===== config.mk =====
export PLATFORM = sky130hd
export DESIGN_NAME = ws2812_frame_serializer
export DESIGN_NICKNAME = d
export VERILOG_FILES = /design/src/rtl/ws2812_frame_serializer.sv
export SDC_FILE = /design/constraint.sdc
export NUM_CORES = 2
export LEC_CHECK = 0
export CORE_AREA = 2 2 598 600
export DETAILED_ROUTE_END_ITERATION = 6
export DIE_AREA = 0 0 600 602
export DONT_BUFFER_PORTS = 1
export HOLD_SLACK_MARGIN = 0.1
export PLACE_DENSITY = 0.39
export SLEW_MARGIN = 30
export SYNTH_ARGS = -nofsm -noshare
export SYNTH_HDL_FRONTEND = slang
export SYNTH_SLANG_ARGS = --single-unit

===== constraint.sdc =====
create_clock -name clk -period 39.1 [get_ports clk]
set_input_delay 7.82 -clock clk [delete_from_list [all_inputs] [get_ports clk]]
set_output_delay 7.82 -clock clk [all_outputs]
set_load 0.02 [all_outputs]

===== src/rtl/ws2812_frame_serializer.sv =====
// rtl/ws2812_frame_serializer.sv - WS2812 NRZ serializer: snapshot a GRB frame, shift it out, hold the latch gap, repeat.
module ws2812_frame_serializer #(
  parameter int NUM_LEDS     = 64,
  parameter int SYS_FREQ_MHZ = 100,
  parameter int PERIOD_NS    = 1250,
  parameter int T0H_NS       = 400,
  parameter int T1H_NS       = 800,
  parameter int RESET_US     = 80
) (
  input  logic                   clk,
  input  logic                   reset,
  input  logic [NUM_LEDS*24-1:0] bits,
  output logic                   signal,
  output logic                   busy,
  output logic                   frame_done
);

  localparam int PERIOD_CYC = PERIOD_NS * SYS_FREQ_MHZ / 1000;
  localparam int T0H_CYC    = T0H_NS * SYS_FREQ_MHZ / 1000;
  localparam int T1H_CYC    = T1H_NS * SYS_FREQ_MHZ / 1000;
  localparam int RESET_CYC  = RESET_US * SYS_FREQ_MHZ;
  localparam int TOTAL_BITS = NUM_LEDS * 24;

  localparam int CW = $clog2(RESET_CYC) + 1;
  localparam int BW = $clog2(TOTAL_BITS) + 1;
  localparam int PW = $clog2(PERIOD_CYC) + 1;

  localparam logic [CW-1:0] CNT_LAST = CW'(RESET_CYC - 1);
  localparam logic [BW-1:0] BIT_LAST = BW'(TOTAL_BITS - 1);
  localparam logic [PW-1:0] PH_LAST  = PW'(PERIOD_CYC - 1);
  localparam logic [PW-1:0] T0H      = PW'(T0H_CYC);
  localparam logic [PW-1:0] T1H      = PW'(T1H_CYC);

  if ((PERIOD_NS * SYS_FREQ_MHZ) % 1000 != 0 || (T0H_NS * SYS_FREQ_MHZ) % 1000 != 0 ||
      (T1H_NS * SYS_FREQ_MHZ) % 1000 != 0 ||
      !(T0H_CYC > 0 && T0H_CYC < T1H_CYC && T1H_CYC < PERIOD_CYC)) begin : g_bad_timing
    $error("ws2812_frame_serializer: derived bit timing must be integral with 0 < T0H < T1H < PERIOD");
  end

  typedef enum logic {LATCH, SEND} state_t;

  state_t                  state, state_n;
  logic [CW-1:0]           cnt, cnt_n;
  logic [BW-1:0]           bit_idx, bit_idx_n;
  logic [PW-1:0]           phase, phase_n;
  logic [TOTAL_BITS-1:0]   shadow, shadow_n, ordered;
  logic [PW-1:0]           th;
  logic                    signal_n, busy_n, done_n;

  // Reorder so the shadow MSB is always the next bit on the wire (LED0 bit 23 first).
  always_comb begin
    ordered = '0;
    for (int k = 0; k < NUM_LEDS; k++) begin
      ordered[(NUM_LEDS-1-k)*24 +: 24] = bits[k*24 +: 24];
    end
  end

  always_comb begin
    state_n   = state;
    cnt_n     = cnt;
    bit_idx_n = bit_idx;
    phase_n   = phase;
    shadow_n  = shadow;
    done_n    = 1'b0;
    case (state)
      LATCH: begin
        if (cnt == CNT_LAST) begin
          state_n   = SEND;
          cnt_n     = '0;
          shadow_n  = ordered;
          bit_idx_n = '0;
          phase_n   = '0;
        end else begin
          cnt_n = cnt + CW'(1);
        end
      end
      SEND: begin
        if (phase == PH_LAST) begin
          phase_n  = '0;
          shadow_n = {shadow[TOTAL_BITS-2:0], 1'b0};
          if (bit_idx == BIT_LAST) begin
            state_n   = LATCH;
            cnt_n     = '0;
            bit_idx_n = '0;
            done_n    = 1'b1;
          end else begin
            bit_idx_n = bit_idx + BW'(1);
          end
        end else begin
          phase_n = phase + PW'(1);
        end
      end
      default: state_n = LATCH;
    endcase
    // Outputs are registered, so they are derived from the upcoming state.
    th       = shadow_n[TOTAL_BITS-1] ? T1H : T0H;
    busy_n   = (state_n == SEND);
    signal_n = busy_n && (phase_n < th);
  end

  always_ff @(posedge clk) begin
    if (reset) begin
      state      <= LATCH;
      cnt        <= '0;
      bit_idx    <= '0;
      phase      <= '0;
      signal     <= 1'b0;
      busy       <= 1'b0;
      frame_done <= 1'b0;
    end else begin
      state      <= state_n;
      cnt        <= cnt_n;
      bit_idx    <= bit_idx_n;
      phase      <= phase_n;
      signal     <= signal_n;
      busy       <= busy_n;
      frame_done <= done_n;
    end
  end

  always_ff @(posedge clk) begin
    shadow <= shadow_n;
  end

endmodule

# Word level (Yosys, flattened, before mapping)
# Cells that the tools add are included.
dict set report totals {
  regBits 1573
  elab_cells 44
}
dict set report classes {
  n_addsub 3
  reduce_logical 4
  n_eq_ne 6
  bitwise 2
  magnitude_cmp 1
  muxes 20
}
# operator count
set op_table {}
lappend op_table {{two-way mux 1536 bit} 2}
lappend op_table {{case mux 1536 bit (2 select lines)} 1}
lappend op_table {{two-way mux 14 bit} 3}
lappend op_table {{two-way mux 12 bit} 3}
lappend op_table {{case mux 14 bit (2 select lines)} 1}
lappend op_table {{case mux 12 bit (2 select lines)} 1}
lappend op_table {{two-way mux 8 bit} 2}
lappend op_table {{case mux 8 bit (2 select lines)} 1}
lappend op_table {{adder 14 x 1 -> 14 bit, second input constant} 1}
lappend op_table {{equality test 14 x 13 -> 1 bit, second input constant} 1}
lappend op_table {{adder 12 x 1 -> 12 bit, second input constant} 1}
lappend op_table {{equality test 12 x 11 -> 1 bit, second input constant} 1}
lappend op_table {{adder 8 x 1 -> 8 bit, second input constant} 1}
lappend op_table {{equality test 8 x 7 -> 1 bit, second input constant} 1}
lappend op_table {{less-than comparator 8 x 7 -> 1 bit} 1}
lappend op_table {{two-way mux 7 bit} 1}
lappend op_table {{two-way mux 1 bit} 4}
lappend op_table {{!= test 2 x 1 -> 1 bit, second input constant} 2}
lappend op_table {{AND reduction 2 bit} 2}
lappend op_table {{OR reduction 3 bit} 1}
lappend op_table {{!= test 2 bit, second input constant} 1}
lappend op_table {{inverter 1 bit} 2}
lappend op_table {{case mux 1 bit (2 select lines)} 1}
lappend op_table {{logical AND 1 bit} 1}

# Depth between registers and ports, before layout
dict set report depth {
  ltp_word 6
  depth_mapped 10
  ltp_nobuf 10
}

# Worst setup path before layout
# No wires, ideal clock.
dict set report synth_path {
  kind {register to register}
  from {register cnt[0]}
  to {register bit_idx[10]}
  stages_incl_launch_ff 8
  setup_time_ns 0.850
  t_arrival_ns 18.297
  setup_slack_ns 19.953
  path_buffers 1
  period_less_slack_ns 19.147
  path_cell_list {dfxtp_1 -> ha_1 -> and4b_1 -> and4_1 -> buf_2 -> nor2_2 -> inv_2 -> a311oi_1}
}
dict set report synth_via {
  elab_chain_len 3
}
# item line
set synth_rtl {}
lappend synth_rtl {{start, declared} 43} ;# logic [CW-1:0] cnt, cnt_n;
lappend synth_rtl {{start signal, assigned} 112} ;# cnt <= cnt_n;
lappend synth_rtl {{equality test 14 x 13 -> 1 bit} 67} ;# if (cnt == CNT_LAST) begin
lappend synth_rtl {{!= test 2 bit (no line)} n/a}
lappend synth_rtl {{AND reduction 2 bit (no line)} n/a}
lappend synth_rtl {{end signal, assigned} 113} ;# bit_idx <= bit_idx_n;
lappend synth_rtl {{end, declared} 44} ;# logic [BW-1:0] bit_idx, bit_idx_n;
# Every way passes these cells.
# A chain may end at the register's enable or synchronous reset.

==> flow_metrics.py <==
metrics = {
    "floorplanning": {
        "fp-row-count": 219,
        "coreArea_um2": 355000,
        "die_area_um2": 361000,
        "initial_utilization_pct": 17.8,
        "ioPinCount": 1541,
        "die_x_um": 600,
        "dieHeight_um": 602,
    },
    "route": {
        "routed_wl_um": 230000,
        "wl_per_cell_um": 27.0,
        "antenna_left": 0,
        "drtIter0Drc": 3480,
        "drcViolationCount": 0,
        "routed_via_density": 4.26,
        "firstDrtPassIters": 5,
        "num_vias": 36400,
    },
    "timing": {
        "hold_violations": 0,
        "max_freq_mhz": 107,
        "fin_crit_ns": 9.34,
        "setup_viol": 0,
        "tightest_slew_ns": 1.08,
        "finalSetupTns_ns": 0,
        "drv_slew": 0,
        "holdWs_ns": 0.485,
        "slew_headroom_pct": 28.1,
        "timing.final.crit_share_pct": 23.9,
        "rsz0062_at_grt": "no",
        "fin_skew_ns": 0.105,
    },
    "run": {
        "drv_cap": 0,
    },
    "synthesis": {
        "synth_edf_count": 1535,
        "synth_adder_area_share_pct": 0.138,
        "synthCells": 3662,
        "yosysUniqueCellTypes": 50,
        "synth-xor-area-share_pct": 0.0138,
        "synth_top_area_share_pct": 72.9,
        "synth_top_family_by_area": "compound AO/OA/AOI/OAI gates",
        "yosysSeqAreaShare_pct": 74.1,
        "ys.flop_type": "edfxtp_1",
        "synth-compound-area-share_pct": 22.0,
        "synth_warnings": 0,
        "yosysTopAreaCell": "edfxtp_1",
        "ys_ff_latch": 1573,
        "syn_nets": 5207,
        "yosys-mux-area-fraction_pct": 0.0158,
        "async_flop_share_pct": 0,
        "synth.cell_area_um2": 63300,
        "synth-simple-area-share_pct": 1.00,
        "synth_area_leaders": "edfxtp_1 73%, a22o_1 21%, buf_2 1.7%",
        "syn_area_per_cell_um2": 17.3,
    },
    "critical_path": {
        "worst_setup_path_start_kind": "flop",
        "crit_type": "reg -> out",
        "slowest_stage": "dfxtp_1",
        "worstPathArrival_ns": 1.52,
        "worstPathCellList": "buf_4",
        "crit_path_end_kind": "output pin",
        "crit_buf_inv": 1,
        "worstPathRequired_ns": 31.28,
        "crit_family": "flip-flops",
        "worstPathMaxFanout": 17,
        "max_stage_delay_ns": 0.31,
    },
    "power": {
        "p_total_mw": 3.66,
        "p_per_area_nw_per_um2": 49.0,
        "leakagePower_nw": 26.8,
        "vdd_drop_max_mv": 0.0345,
    },
    "layout": {
        "nFillCells": 37300,
        "regArea_um2": 46900,
        "mostFrequentLayoutCell": "edfxtp_1",
        "finalNetCount": 5112,
        "syn_to_final_growth_pct": 18.1,
        "multiInputGateArea_um2": 14700,
        "layout_common_cells": "1535 x edfxtp_1, 1534 x a22o_1, 193 x clkbuf_16",
        "final_core_util_pct": 21.0,
        "drive_gt1_share_pct": 9.45,
    },
    "clock_tree": {
        "clockRootBuffer": "clkbuf_16",
        "postCtsSetupBuffers": 0,
        "clk_pin_slew_ns": 0.06,
        "numClockSinks": 1573,
        "htree_num_levels": 4,
        "clock_latency_ns": 0.89,
        "cts_tree": "built",
        "cts_resized": 0,
        "clockBufferDepth": 4,
        "cts-hold-fix-buffers": 0,
        "cts_buffers": 192,
    },
    "grt": {
        "grt_pass1_wl_um": 306000,
        "antenna_found_initial": 88,
        "grt_pass1_vias": 36300,
        "grt_usage_pct": 11.9,
        "gr-total-overflow": 0,
        "grt_max_degree": 198,
    },
    "min_path": {
        "min_path_type": "reg -> reg",
    },
    "placement": {
        "gp_congestion": 0.910,
        "dp_hpwl_um": 159000,
        "port_buffers": 0,
    },
    "status": {
        "status": "finished clean",
    },
}
-- worst paths after layout --
kind,start,end,slack (ns),cells after the start
setup / recovery,state,busy,29.76,1
hold / removal,bit_idx[8],bit_idx[8],0.48,1
setup reg to reg,state,shadow[1328],31.85,10
hold reg to reg,bit_idx[8],bit_idx[8],0.48,1
-- layout make-up --
class                           count  area share (%)
Inverter                            5          0.0352
Timing Repair Buffer               64           0.903
Multi-Input combinational cell   1731            19.7
Clock buffer                      230            6.69
Sequential cell                  1573            62.7
Clock inverter                    122            1.84
Antenna cell                       49           0.164
Tap cell                         4751            7.96
-- cell usage after synthesis, types with 2 or more instances --
| library cell | instances |
|---|---|
| a311oi_1 | 8 |
| or3_1 | 2 |
| and4b_1 | 2 |
| and4_1 | 5 |
| a21o_1 | 4 |
| or4_1 | 2 |
| nand2_1 | 17 |
| clkbuf_1 | 88 |
| nand4b_1 | 4 |
| nor2_2 | 2 |
| a211oi_1 | 4 |
| a21oi_1 | 19 |
| ha_1 | 7 |
| nor4b_1 | 2 |
| and2_1 | 4 |
| dfxtp_1 | 38 |
| a22oi_1 | 3 |
| a31oi_1 | 3 |
| o21ai_0 | 17 |
| nor3_1 | 7 |
| nor2_1 | 26 |
| edfxtp_1 | 1535 |
| nand4_1 | 4 |
| buf_4 | 29 |
| nand3_1 | 15 |
| buf_1 | 24 |
| buf_2 | 210 |
| o21ba_2 | 2 |
| nand3b_1 | 5 |
| o31a_1 | 2 |
| nor4_1 | 2 |
| a22o_1 | 1534 |
| nor2b_1 | 6 |
| a41oi_1 | 6 |
| buf_6 | 2 |
| inv_1 | 4 |
| and3_1 | 5 |
-- metal layers --
metal,GRT usage [%],up-vias,share of wire (%)
met5,0.294,-,0.13
met4,3.73,42,2.2
met3,4.51,345,9.0
met2,20.9,1540,51
met1,13.1,18900,37
li1,-,15600,-
-- through the flow --
stage	setup WS, ns	cells	instance area [µm²]
finish	29.76	8525	74700
CTS	29.63	8472	74400
global placement	29.50	8120	68000
floorplan	19.95	3662	63300
global route	29.64	8509	74600
detailed placement	29.62	8120	68100
-- flip-flops by register name (all words and copies together), names as in the netlist --
name / cells
cnt: 14
phase: 8
shadow: 1536
signal: 1
bit_idx: 12
state: 1
frame_done: 1
-- logic make-up (layout without fill, tap and decap cells) --
logic type | Yosys count | count (layout)
mux | 1 | 1
buf+inv | 358 | 421
simple gates | 114 | 114
fa+ha+maj | 7 | 7
other cells | 0 | 49
compound gates | 1608 | 1608
flops | 1573 | 1573
xor+xnor | 1 | 1
-- report_power, final --
| part | leakage, nW | internal (mW) | switching (mW) |
|---|---|---|---|
| Combinational | 5.49 | 0.000385 | 0.000301 |
| Sequential | 18.2 | 1.82 | 0.000300 |
| Clock | 3.09 | 1.07 | 0.764 |
Power figures use the tool's default switching activity.
